==> src/rtl/qfl_pkg.sv <==
// Shared types and constants for the query frame loader: FSM state encoding,
// frame layout and default frame start marker.
package qfl_pkg;

    typedef enum logic [2:0] {
        S_IDLE    = 3'd0,
        S_COLLECT = 3'd1,
        S_ISSUE   = 3'd2,
        S_RUN     = 3'd3,
        S_DONE    = 3'd4
    } qfl_state_t;

    // Words following the query elements: k, then start vertex id.
    localparam int FRAME_EXTRA = 2;

    localparam logic [31:0] DEFAULT_SYNC_WORD = 32'hFFFF_FFFF;

endpackage

==> src/rtl/qfl_result_fifo.sv <==
// First-word-fall-through result queue with synchronous clear. A push into a
// full queue is accepted only when a pop happens in the same cycle.
module qfl_result_fifo #(
    parameter int WIDTH = 32,
    parameter int DEPTH = 8
) (
    input  logic             clk_in,
    input  logic             rst_in,
    input  logic             clr_in,
    input  logic             push_in,
    input  logic [WIDTH-1:0] data_in,
    input  logic             pop_in,
    output logic [WIDTH-1:0] data_out,
    output logic             empty_out,
    output logic             full_out
);

    localparam int AW = $clog2(DEPTH);

    logic [WIDTH-1:0] r_mem [DEPTH];
    logic [AW-1:0]    r_wr;
    logic [AW-1:0]    r_rd;
    logic [AW:0]      r_count;

    logic w_empty;
    logic w_full;
    logic w_pop;
    logic w_push;

    assign w_empty = (r_count == '0);
    assign w_full  = (r_count == (AW+1)'(DEPTH));
    assign w_pop   = pop_in && !w_empty;
    // When full, the slot being written is the head that is leaving this cycle.
    assign w_push  = push_in && (!w_full || w_pop);

    always_ff @(posedge clk_in) begin
        if (w_push)
            r_mem[r_wr] <= data_in;
    end

    always_ff @(posedge clk_in) begin
        if (rst_in || clr_in) begin
            r_wr    <= '0;
            r_rd    <= '0;
            r_count <= '0;
        end else begin
            if (w_push)
                r_wr <= r_wr + 1'b1;
            if (w_pop)
                r_rd <= r_rd + 1'b1;
            case ({w_push, w_pop})
                2'b10:   r_count <= r_count + 1'b1;
                2'b01:   r_count <= r_count - 1'b1;
                default: ;
            endcase
        end
    end

    assign data_out  = w_empty ? '0 : r_mem[r_rd];
    assign empty_out = w_empty;
    assign full_out  = w_full;

endmodule

==> src/rtl/query_frame_loader.sv <==
// Frames host words into a query/k/vertex command, issues it to the search engine
// and buffers result ids. Optional latency counter: define QFL_CYCLE_COUNT_EN.
module query_frame_loader
    import qfl_pkg::*;
#(
    parameter int               DIM       = 4,
    parameter int               WIDTH     = 32,
    parameter int               RES_DEPTH = 8,
    parameter logic [WIDTH-1:0] SYNC_WORD = WIDTH'(DEFAULT_SYNC_WORD)
) (
    input  logic                      clk_in,
    input  logic                      rst_in,
    input  logic [WIDTH-1:0]          host_word_in,
    input  logic                      host_word_valid_in,
    output logic [DIM-1:0][WIDTH-1:0] query_out,
    output logic [15:0]               k_out,
    output logic [31:0]               vertex_id_out,
    output logic                      query_valid_out,
    input  logic                      query_ready_in,
    input  logic [31:0]               result_in,
    input  logic                      result_valid_in,
    input  logic                      result_last_in,
    output logic [31:0]               result_out,
    output logic                      result_valid_out,
    input  logic                      result_ack_in,
    output logic [31:0]               cycles_out,
    output logic                      busy_out,
    output logic                      overflow_out,
    output logic                      dropped_out,
    output logic [2:0]                state_out
);

    localparam int LAST_IDX = DIM + FRAME_EXTRA - 1;
    localparam int IDXW     = $clog2(LAST_IDX + 2);

    qfl_state_t               r_state;
    qfl_state_t               w_next;
    logic [IDXW-1:0]          r_idx;
    logic [DIM-1:0][WIDTH-1:0] r_query;
    logic [15:0]              r_k;
    logic [31:0]              r_vid;
    logic                     r_overflow;
    logic                     r_dropped;

    logic w_sync;
    logic w_data;
    logic w_enter_issue;
    logic w_push_req;
    logic w_fifo_empty;
    logic w_fifo_full;

    assign w_sync     = host_word_valid_in && (host_word_in == SYNC_WORD);
    assign w_data     = host_word_valid_in && (host_word_in != SYNC_WORD);
    assign w_push_req = (r_state == S_RUN) && result_valid_in;

    always_ff @(posedge clk_in) begin
        if (rst_in)
            r_state <= S_IDLE;
        else
            r_state <= w_next;
    end

    always_comb begin
        w_next = r_state;
        case (r_state)
            S_IDLE:    if (w_sync) w_next = S_COLLECT;
            S_COLLECT: if (w_data && r_idx == IDXW'(LAST_IDX)) w_next = S_ISSUE;
            S_ISSUE:   if (query_ready_in) w_next = S_RUN;
            S_RUN:     if (result_valid_in && result_last_in) w_next = S_DONE;
            S_DONE:    w_next = S_IDLE;
            default:   w_next = S_IDLE;
        endcase
    end

    assign w_enter_issue = (r_state == S_COLLECT) && (w_next == S_ISSUE);

    always_ff @(posedge clk_in) begin
        if (rst_in) begin
            r_idx      <= '0;
            r_query    <= '0;
            r_k        <= '0;
            r_vid      <= '0;
            r_overflow <= 1'b0;
            r_dropped  <= 1'b0;
        end else begin
            case (r_state)
                S_IDLE: if (w_sync) begin
                    r_idx     <= '0;
                    r_dropped <= 1'b0;
                end
                S_COLLECT: if (w_sync) begin
                    r_idx <= '0;
                end else if (w_data) begin
                    for (int i = 0; i < DIM; i++)
                        if (r_idx == IDXW'(i)) r_query[i] <= host_word_in;
                    if (r_idx == IDXW'(DIM))      r_k   <= host_word_in[15:0];
                    if (r_idx == IDXW'(LAST_IDX)) r_vid <= 32'(host_word_in);
                    r_idx <= r_idx + 1'b1;
                end
                default: if (host_word_valid_in) r_dropped <= 1'b1;
            endcase

            if (w_enter_issue)
                r_overflow <= 1'b0;
            else if (w_push_req && w_fifo_full && !result_ack_in)
                r_overflow <= 1'b1;
        end
    end

    qfl_result_fifo #(
        .WIDTH (32),
        .DEPTH (RES_DEPTH)
    ) u_fifo (
        .clk_in    (clk_in),
        .rst_in    (rst_in),
        .clr_in    (w_enter_issue),
        .push_in   (w_push_req),
        .data_in   (result_in),
        .pop_in    (result_ack_in),
        .data_out  (result_out),
        .empty_out (w_fifo_empty),
        .full_out  (w_fifo_full)
    );

`ifdef QFL_CYCLE_COUNT_EN
    logic [31:0] r_cycles;

    // Counts every RUN cycle, including the one carrying result_last_in; saturates.
    always_ff @(posedge clk_in) begin
        if (rst_in || w_enter_issue)
            r_cycles <= '0;
        else if (r_state == S_RUN && r_cycles != '1)
            r_cycles <= r_cycles + 1'b1;
    end

    assign cycles_out = r_cycles;
`else
    assign cycles_out = '0;
`endif

    assign query_out        = r_query;
    assign k_out            = r_k;
    assign vertex_id_out    = r_vid;
    assign query_valid_out  = (r_state == S_ISSUE);
    assign result_valid_out = !w_fifo_empty;
    assign busy_out         = (r_state == S_ISSUE) || (r_state == S_RUN) || (r_state == S_DONE);
    assign overflow_out     = r_overflow;
    assign dropped_out      = r_dropped;
    assign state_out        = r_state;

endmodule

==> config.mk <==
export PLATFORM = sky130hd
export DESIGN_NAME = query_frame_loader
export DESIGN_NICKNAME = d
export VERILOG_FILES = /design/src/rtl/qfl_pkg.sv /design/src/rtl/qfl_result_fifo.sv /design/src/rtl/query_frame_loader.sv
export SDC_FILE = /design/constraint.sdc
export NUM_CORES = 1
export LEC_CHECK = 0
export BUFFER_PORTS_ARGS = -buffer_cell sky130_fd_sc_hd__buf_4
export CAP_MARGIN = 20
export CORE_MARGIN = 4
export CORE_UTILIZATION = 40
export DETAILED_ROUTE_END_ITERATION = 8
export PLACE_DENSITY = 0.62
export SETUP_SLACK_MARGIN = 0.4
export SYNTH_ARGS = -nofsm -noshare
export SYNTH_HDL_FRONTEND = slang
export SYNTH_SLANG_ARGS = --single-unit
export TNS_END_PERCENT = 5
==> constraint.sdc <==
create_clock -name clk_in -period 3.8 [get_ports clk_in]
set_input_delay 0.38 -clock clk_in [delete_from_list [all_inputs] [get_ports clk_in]]
set_output_delay 0.38 -clock clk_in [all_outputs]
set_load 0.005 [all_outputs]
==> results of run 1 <==
-- critical path, delay by kind of cell, from the launching register on --
family | cells | cell delay (ns)
DFF | 1 | 0.76
buffers and inverters | 2 | 0.52
muxes | 2 | 0.74
and+or+nand+nor | 1 | 0.07
-- through the flow --
step | power, uW | utilization [%] | cell area, sq um
global placement | 6870 | 46.6 | 20700
finish | 11400 | 50.7 | 22500
CTS | 11500 | 50.7 | 22500
floorplan | 6200 | - | 18100
global route | 11800 | 50.7 | 22500
detailed placement | 6890 | 46.6 | 20700
-- timing repair --
| item | CTS | global route |
|---|---|---|
| gates resized for setup | 0 | 0 |
| hold endpoints to repair | 202 | 0 |
| hold buffers | 28 | 0 |
-- power by group --
part / switching [uW] / internal, uW / total [uW]
Sequential: 79.1 / 5200 / 5280
Combinational: 752 / 757 / 1510
Clock: 1930 / 2650 / 4580
-- area by class of cell --
| cell class | count | area (sq um) | area share, % |
|---|---|---|---|
| diodes | 2 | 5.00 | 0.0223 |
| clock buffers | 67 | 1320 | 5.89 |
| inverters | 8 | 30.0 | 0.134 |
| clock inverters | 22 | 223 | 0.990 |
| repair buffers | 346 | 2710 | 12.0 |
| flip-flops and latches | 453 | 11600 | 51.7 |
| well taps | 592 | 741 | 3.29 |
| multi-input cells | 762 | 5820 | 25.9 |
-- placed cells by master, fill, tap and decap left out, drive strengths merged, types with 10 or more instances in the layout --
cell type    count
mux2i          115
dlygate4sd3     28
dfxtp          197
conb            32
clkinv          16
o21ai          103
nor2            45
inv             10
buf            318
nor3            16
clkbuf          67
edfxtp         256
a21oi          102
nand2b         118
mux4            64
nand3          111
-- state kept, by name, summed over array words and instances (netlist names), 4 cells and up, named ones only --
signal / flops
u_fifo.r_count: 4
vertex_id_out: 32
query_out: 128
k_out: 16
u_fifo.r_mem: 256
-- routing by layer --
layer	up-vias	GRT usage [%]	share of wire (%)
met5	-	0	0
met4	0	5.63	2.4
met3	72	6.61	9.0
met2	386	31.6	48
met1	5823	24.2	41
li1	5431	-	-
-- cell families after synthesis --
family	Yosys count
simple gates	321
other cells	1
buf+inv	141
xor+xnor	6
mux	179
fa+ha+maj	10
compound gates	214
flops	453
-- worst max-delay path by stage --
| stage | to | from | slack (ns) | depth (start not counted) |
|---|---|---|---|---|
| 6_report | result_out[6] | flop | 0.71 | 5 |
| 5_1_grt | result_out[6] | flop | 0.49 | 5 |
| 4_1_cts | result_out[6] | flop | 0.58 | 5 |
| 3_5_place_dp | query_out[73] | host_word_in[12] | 0.98 | 7 |
| 3_3_place_gp | vertex_id_out[10] | host_word_in[12] | 1.10 | 7 |
| 2_1_floorplan | u_fifo.r_mem[1][0] | state_out[0] | -0.08 | 5 |
==> results.cfg, run 1 <==
[status]
status = complete, no violations

[detailed_routing]
vias_per_cell = 5.20
num_vias = 11700
wire_per_inst_um = 21.0
drt_first_pass_iters = 5
drtAntennaViolNets = 0
finalWirelength_mm = 47.2
drc_errors = 0
first_iter_violations = 785

[cts]
clk_transition_reported_paths_ns = 0.06
root_buffer = clkbuf_16
htree_levels = 2
clk_latency_ns = 0.59
cts_setup_buffers = 0
cts_tree = yes
clkSinkCount = 453
clockBufferDepth = 3
cts_buffers = 49

[finish]
area_growth_pct = 24.9
finalNonFillerCells = 2252
final_layout_size_suffix_gt1_share_pct = 28.3
fillers = 3913
final_net_count = 1701

[placed_design]
globalplace.congestion = 0.820
post-place-ws_ns = 0.979
placed_cells = 2133
dp_hpwl_mm = 29.5
numPortBuffers = 286

[pwr]
peakVddDrop_mv = 0.355
power_density_mw_per_mm2 = 505
leakagePower_uw = 0.00818

[sta]
setup_ws_ns = 0.713
drv_slew = 0
holdWs_ns = 0.0394
setup_viol_count_final = 0
tightestPinTransition_ns = 1.03
slew-limit-headroom_pct = 31.3
post-route-period-util_pct = 81.2
max_freq_mhz = 324
fin_skew_ns = 0.0211
hold_viol = 0
rsz0062_at_grt = false
post-route-min-period_ns = 3.09
setup_tns_ns = 0

[floorplan]
core-area_sq_mm = 0.0443
fp.dieH_um = 220
initial_utilization_pct = 40.6
placementRows = 77
die_w_um = 220
die-area_sq_mm = 0.0485
io_pins = 319

[setup_path]
critPathMaxFanout = 30
slowest_delay_ns = 0.76
r2r_setup_slack_ns = 1.18
r2r-end = u_fifo.r_mem[0][28]
cp_common_cell = buf_4
worstSetupEndpointType = output pin
r2r_cells = 5
required_ns = 3.42
path_cells = buf_4 -> mux4_2 -> mux2i_1 -> nor2_1 -> buf_4
crit_path_start_kind = flop
worstSetupPathType = flop to output pin
worstPathArrival_ns = 2.71
cpMaxStageDelayCell = dfxtp_4
r2r-start = state_out[0]

[hold_path]
hold_path_end = u_fifo.r_mem[5][6]
whs_path_depth = 1
hp-class = input pin to flop
min_from = result_in[6]

[yosys]
synth_seq_area_share_pct = 64.6
ys_warn_count = 0
ys_types = 43
synth_top_family_by_area = multiplexers
async_reset_ff_share_pct = 0
avgSynthCellArea_sq_um = 13.6
yosysTopAreaCell = edfxtp_1
synth_area_leaders = edfxtp_1 43%, dfxtp_1 22%, mux4_2 8.0%
synth_fa_ha_area_share_pct = 0.737
synth_top_area_share_pct = 42.7
synth_cells = 1325
synth_most_common_cell = edfxtp_1
synth_mux_area_share_pct = 14.4
synth_compound_area_share_pct = 6.26
synth_edf_count = 256
synthTopCellsByCount = 256 x edfxtp_1, 197 x dfxtp_1, 118 x nand2b_1
synthFlopType = edfxtp_1
ys_seq_elements = 453
synth-simple-area-share_pct = 9.62
synthesis.area_sq_mm = 0.0180
synth_xor_area_share_pct = 0.292

[global_routing]
track_usage_pct = 19.2
grt_pass1_wl_mm = 71.3
grt_max_degree = 114
grt_pass1_vias = 12000
grt_overflow = 0
antenna_found_initial = 1

[run]
drv_cap = 0
Note: power is estimated with default switching activity, not from simulation.
==> run 2, diff against run 1 <==
==> constraint.sdc (replaced) <==
create_clock -name clk_in -period 2.78 [get_ports clk_in]
set_input_delay 0.278 -clock clk_in [delete_from_list [all_inputs] [get_ports clk_in]]
set_output_delay 0.278 -clock clk_in [all_outputs]
set_load 0.005 [all_outputs]
==> results.cfg, run 2 (synthesis results as in run 1) <==
[global_routing]
grt_max_degree = 97
track_usage_pct = 19.4
grt_pass1_wl_mm = 72.8
grt_overflow = 0
grt_pass1_vias = 12300
antenna_found_initial = 1

[sta]
drv_slew = 0
hold_viol = 0
rsz0062_at_grt = true
post-route-period-util_pct = 90.8
fin_skew_ns = 0.0197
setup_viol_count_final = 0
slew-limit-headroom_pct = 40.3
tightestPinTransition_ns = 0.891
setup_tns_ns = 0
post-route-min-period_ns = 2.52
max_freq_mhz = 396

[setup_path]
crit_path_start_kind = flop
endpoint = result_out[13]
r2r-end = u_fifo.r_mem[1][21]
cpMaxStageDelayCell = mux4_2
r2r_cells = 5
worstSetupPathType = flop to output pin
path_cells = buf_6 -> buf_12 -> buf_16 -> mux4_2 -> mux2i_1 -> nor2_1 -> buf_4
r2r_setup_slack_ns = 0.51
worstPathArrival_ns = 2.25
required_ns = 2.50
slowest_delay_ns = 0.51
critPathMaxFanout = 7
worstSetupEndpointType = output pin
r2r-start = state_out[0]

[detailed_routing]
num_vias = 12000
first_iter_violations = 736
wire_per_inst_um = 20.8
drc_errors = 0
finalWirelength_mm = 48.1
vias_per_cell = 5.20
drtAntennaViolNets = 0
drt_first_pass_iters = 5

[placed_design]
placed_cells = 2140
dpl_cell_area_sq_mm = 0.0209
globalplace.congestion = 0.894
dp_hpwl_mm = 30.4
numPortBuffers = 286

[cts]
root_buffer = clkbuf_16
clkSinkCount = 453
clockBufferDepth = 3
cts_buffers = 49
htree_levels = 2
cts_tree = yes
clk_latency_ns = 0.58
clk_transition_reported_paths_ns = 0.06

[floorplan]
io_pins = 319
initial_utilization_pct = 40.6
core-area_sq_mm = 0.0443
placementRows = 77
die-area_sq_mm = 0.0485
fp.dieH_um = 220
die_w_um = 220

[pwr]
p_switching_uw = 3840
leakagePower_uw = 0.00857
peakVddDrop_mv = 0.398
power_frac_comb_pct = 15.3
p_int_uw = 12200
power_frac_seq_pct = 44.8
power_density_mw_per_mm2 = 683
sw_frac_of_total_pct = 23.9
clockPowerShare_pct = 39.9

[finish]
multi_input_area_sq_mm = 0.00588
insertedDiodeCount = 0
finalNonFillerCells = 2307
fillers = 3750
design_area_sq_mm = 0.0235
final_cell_mix = 310 x buf_4, 256 x edfxtp_1, 193 x dfxtp_1, 117 x nand2b_1, 112 x mux2i_1
mostFrequentLayoutCell = buf_4
largest_register_ffs = 256
regArea_sq_mm = 0.0116
area_growth_pct = 30.4
regMostFlops = u_fifo.r_mem
final_layout_size_suffix_gt1_share_pct = 29.2
final_net_count = 1759

[run]
drv_cap = 0

[hold_path]
hp-class = input pin to flop

[status]
status = complete, no violations
==> run 2: cell count changes in the layout (fill, tap and decap cells not counted), sizes merged <==
| cell | delta |
|---|---|
| buf | +18 |
| diode | -2 |
| dlygate4sd3 | +38 |
| clkinv | -4 |
| clkbuf | +5 |
| inv | -1 |
| clkinvlp | +1 |
==> run 2: worst max-delay path: cells and delay by family (launching register included) <==
kind | cells | cell delay (ns)
buf+inv | 4 | 0.51
flops | 1 | 0.41
simple gates | 1 | 0.07
mux | 2 | 0.68
==> run 2: layout make-up <==
class | instances | share of cell area, %
multi-input cells | 762 | 25.1
clock inverters | 18 | 0.858
inverters | 8 | 0.128
well taps | 592 | 3.16
repair buffers | 404 | 15.2
flip-flops and latches | 453 | 49.6
clock buffers | 70 | 5.95
==> run 2: routing by layer <==
metal	global-route usage [%]	vias to the layer above	wire, um
li1	-	5555	-
met1	24.7	5991	19600
met2	31.9	381	23300
met3	6.85	67	4070
met4	5.25	2	1130
met5	0	-	13
==> run 2: worst min path at each step <==
stage                            from                 end  cells past startpoint
finish                host_word_in[7]       query_out[71]                      3
global route         host_word_in[19]       query_out[19]                      3
CTS                  host_word_in[14]       query_out[46]                      3
detailed placement          k_out[14]           k_out[14]                      2
global placement    vertex_id_out[16]   vertex_id_out[16]                      2
floorplan                result_in[0]  u_fifo.r_mem[0][0]                      0
==> run 2: what timing repair did <==
action / CTS / global route
setup endpoints to repair: 32 / 139
hold buffers: 66 / 0
buffers inserted: 6 / 1
cloned: 4 / 2
resized for setup: 13 / 2
pin swaps: 1 / 1
endpoints found under the hold margin: 329 / 0
==> run 2: through the flow <==
| step | total power, uW | setup slack (ns) | util (%) | hold slack, ns |
|---|---|---|---|---|
| after floorplan | 8470 | 0.295 | - | 0.377 |
| after CTS | 16200 | 0.218 | 52.8 | 0.00222 |
| after detailed placement | 9490 | 0.264 | 47.2 | 0.462 |
| after global routing | 16700 | 0.151 | 53.0 | 0.00753 |
| after global placement | 9470 | 0.331 | 47.2 | 0.461 |
| final | 16000 | 0.255 | 53.0 | 0.0364 |
==> run 2: power groups by stage <==
stage | Combinational [uW] | Sequential [uW] | Clock [uW]
after CTS | 2440 | 7190 | 6590
after floorplan | 1190 | 7280 | 0
after global routing | 2670 | 7190 | 6880
final | 2450 | 7190 | 6410
after detailed placement | 2160 | 7340 | 0
after global placement | 2130 | 7330 | 0
==> run 3, diff against run 2 <==
--- a/config.mk
+++ b/config.mk
@@ -7,6 +7,7 @@
 export LEC_CHECK = 0
 export BUFFER_PORTS_ARGS = -buffer_cell sky130_fd_sc_hd__buf_4
 export CAP_MARGIN = 20
+export CORE_ASPECT_RATIO = 1.1
 export CORE_MARGIN = 4
 export CORE_UTILIZATION = 40
 export DETAILED_ROUTE_END_ITERATION = 8
==> results.cfg, run 3 (synthesis results as in run 1) <==
[cts]
cts_buffers = 48
htree_levels = 2
clk_transition_reported_paths_ns = 0.06
clkSinkCount = 453
clk_latency_ns = 0.58
clockBufferDepth = 3
cts_tree = yes
root_buffer = clkbuf_16

[floorplan]
die_w_um = 210
fp.dieH_um = 231
core-area_sq_mm = 0.0445
placementRows = 81
initial_utilization_pct = 40.5
die-area_sq_mm = 0.0485
io_pins = 319

[detailed_routing]
drtAntennaViolNets = 0
num_vias = 11900
vias_per_cell = 5.22
drc_errors = 0
wire_per_inst_um = 20.8
first_iter_violations = 642
drt_first_pass_iters = 5
finalWirelength_mm = 47.5

[setup_path]
r2r_cells = 5
worstPathArrival_ns = 2.17
cpMaxStageDelayCell = mux4_2
crit_path_start_kind = flop
slowest_delay_ns = 0.51
required_ns = 2.50
path_cells = buf_6 -> buf_12 -> buf_16 -> mux4_2 -> mux2i_1 -> nor2_1 -> buf_4
worstSetupPathType = flop to output pin
critPathMaxFanout = 6
worstSetupEndpointType = output pin

[placed_design]
dpl_cell_area_sq_mm = 0.0209
placed_cells = 2126
numPortBuffers = 286
dp_hpwl_mm = 29.3
globalplace.congestion = 0.821

[finish]
largest_register_ffs = 256
fillers = 3744
regMostFlops = u_fifo.r_mem
finalNonFillerCells = 2290
final_cell_mix = 305 x buf_4, 256 x edfxtp_1, 193 x dfxtp_1, 117 x nand2b_1, 112 x mux2i_1
mostFrequentLayoutCell = buf_4
final_layout_size_suffix_gt1_share_pct = 28.8
multi_input_area_sq_mm = 0.00589
final_net_count = 1753
design_area_sq_mm = 0.0234
area_growth_pct = 30.2
regArea_sq_mm = 0.0116
insertedDiodeCount = 0

[pwr]
finalPower_uw = 16100
p_switching_uw = 3820
leakagePower_uw = 0.00855
power_density_mw_per_mm2 = 686
peakVddDrop_mv = 0.408
sw_frac_of_total_pct = 23.7
p_int_uw = 12300
power_frac_seq_pct = 44.5
power_frac_comb_pct = 15.3
clockPowerShare_pct = 40.2

[hold_path]
whs_path_depth = 4
hp-class = input pin to flop

[global_routing]
antenna_found_initial = 0
grt_max_degree = 98
grt_pass1_wl_mm = 73.2
grt_overflow = 0
track_usage_pct = 19.1
grt_pass1_vias = 12300

[sta]
rsz0062_at_grt = true
setup_tns_ns = 0
holdWs_ns = 0.0913
tightestPinTransition_ns = 1.02
post-route-min-period_ns = 2.45
setup_viol_count_final = 0
hold_viol = 0
post-route-period-util_pct = 88.2
fin_skew_ns = 0.0121
max_freq_mhz = 408
slew-limit-headroom_pct = 32.3
drv_slew = 0

[status]
status = complete, no violations

[run]
drv_cap = 0
run 3: power by group through the flow:
stage / Clock, uW / Sequential (uW) / Combinational (uW)
finish: 6470 / 7160 / 2450
global route: 6940 / 7160 / 2680
CTS: 6620 / 7160 / 2480
detailed placement: 0 / 7300 / 2170
global placement: 0 / 7300 / 2150
floorplan: 0 / 7280 / 1190
run 3: layout make-up:
cell class                 count  share of cell area, %
timing repair buffer         399                   15.1
clock buffer                  69                   5.94
tap                          581                   3.10
clock inverter                18                  0.918
inverter                       8                  0.128
sequential                   453                   49.7
multi-input combinational    762                   25.1
run 3: critical path, delay by kind of cell, from the launching register on:
kind	cells	cell delay (ns)
mux	2	0.65
buf+inv	4	0.50
flops	1	0.36
simple gates	1	0.08
run 3: path summary, 6_finish.rpt:
check | from | end | slack [ns]
worst max-delay path | flop | result_out[21] | 0.33
worst min-delay path | result_valid_in | state_out[1] | 0.09
worst min register to register | vertex_id_out[1] | vertex_id_out[1] | 0.47
worst max register to register | state_out[1] | u_fifo.r_mem[1][5] | 0.49
run 3: repair_timing:
action,4_1_cts,5_1_grt
setup endpoints to repair,32,65
hold buffers,67,0
setup buffers,4,0
pin swaps,1,1
hold endpoints to repair,345,0
gates resized for setup,16,3
gates cloned,5,1
run 3: stage by stage:
| stage | util [%] | setup slack, ns |
|---|---|---|
| 6_report | 52.7 | 0.328 |
| 5_1_grt | 52.7 | 0.214 |
| 4_1_cts | 52.6 | 0.270 |
| 3_5_place_dp | 46.9 | 0.524 |
| 3_3_place_gp | 46.9 | 0.551 |
| 2_1_floorplan | - | 0.295 |
run 3: routing by layer:
metal / track usage [%] / vias up / wire length, um
met4: 4.65 / 0 / 997
met2: 31.9 / 418 / 23500
met1: 23.9 / 5937 / 18500
met3: 6.82 / 64 / 4550
met5: 0 / - / 0
li1: - / 5526 / -
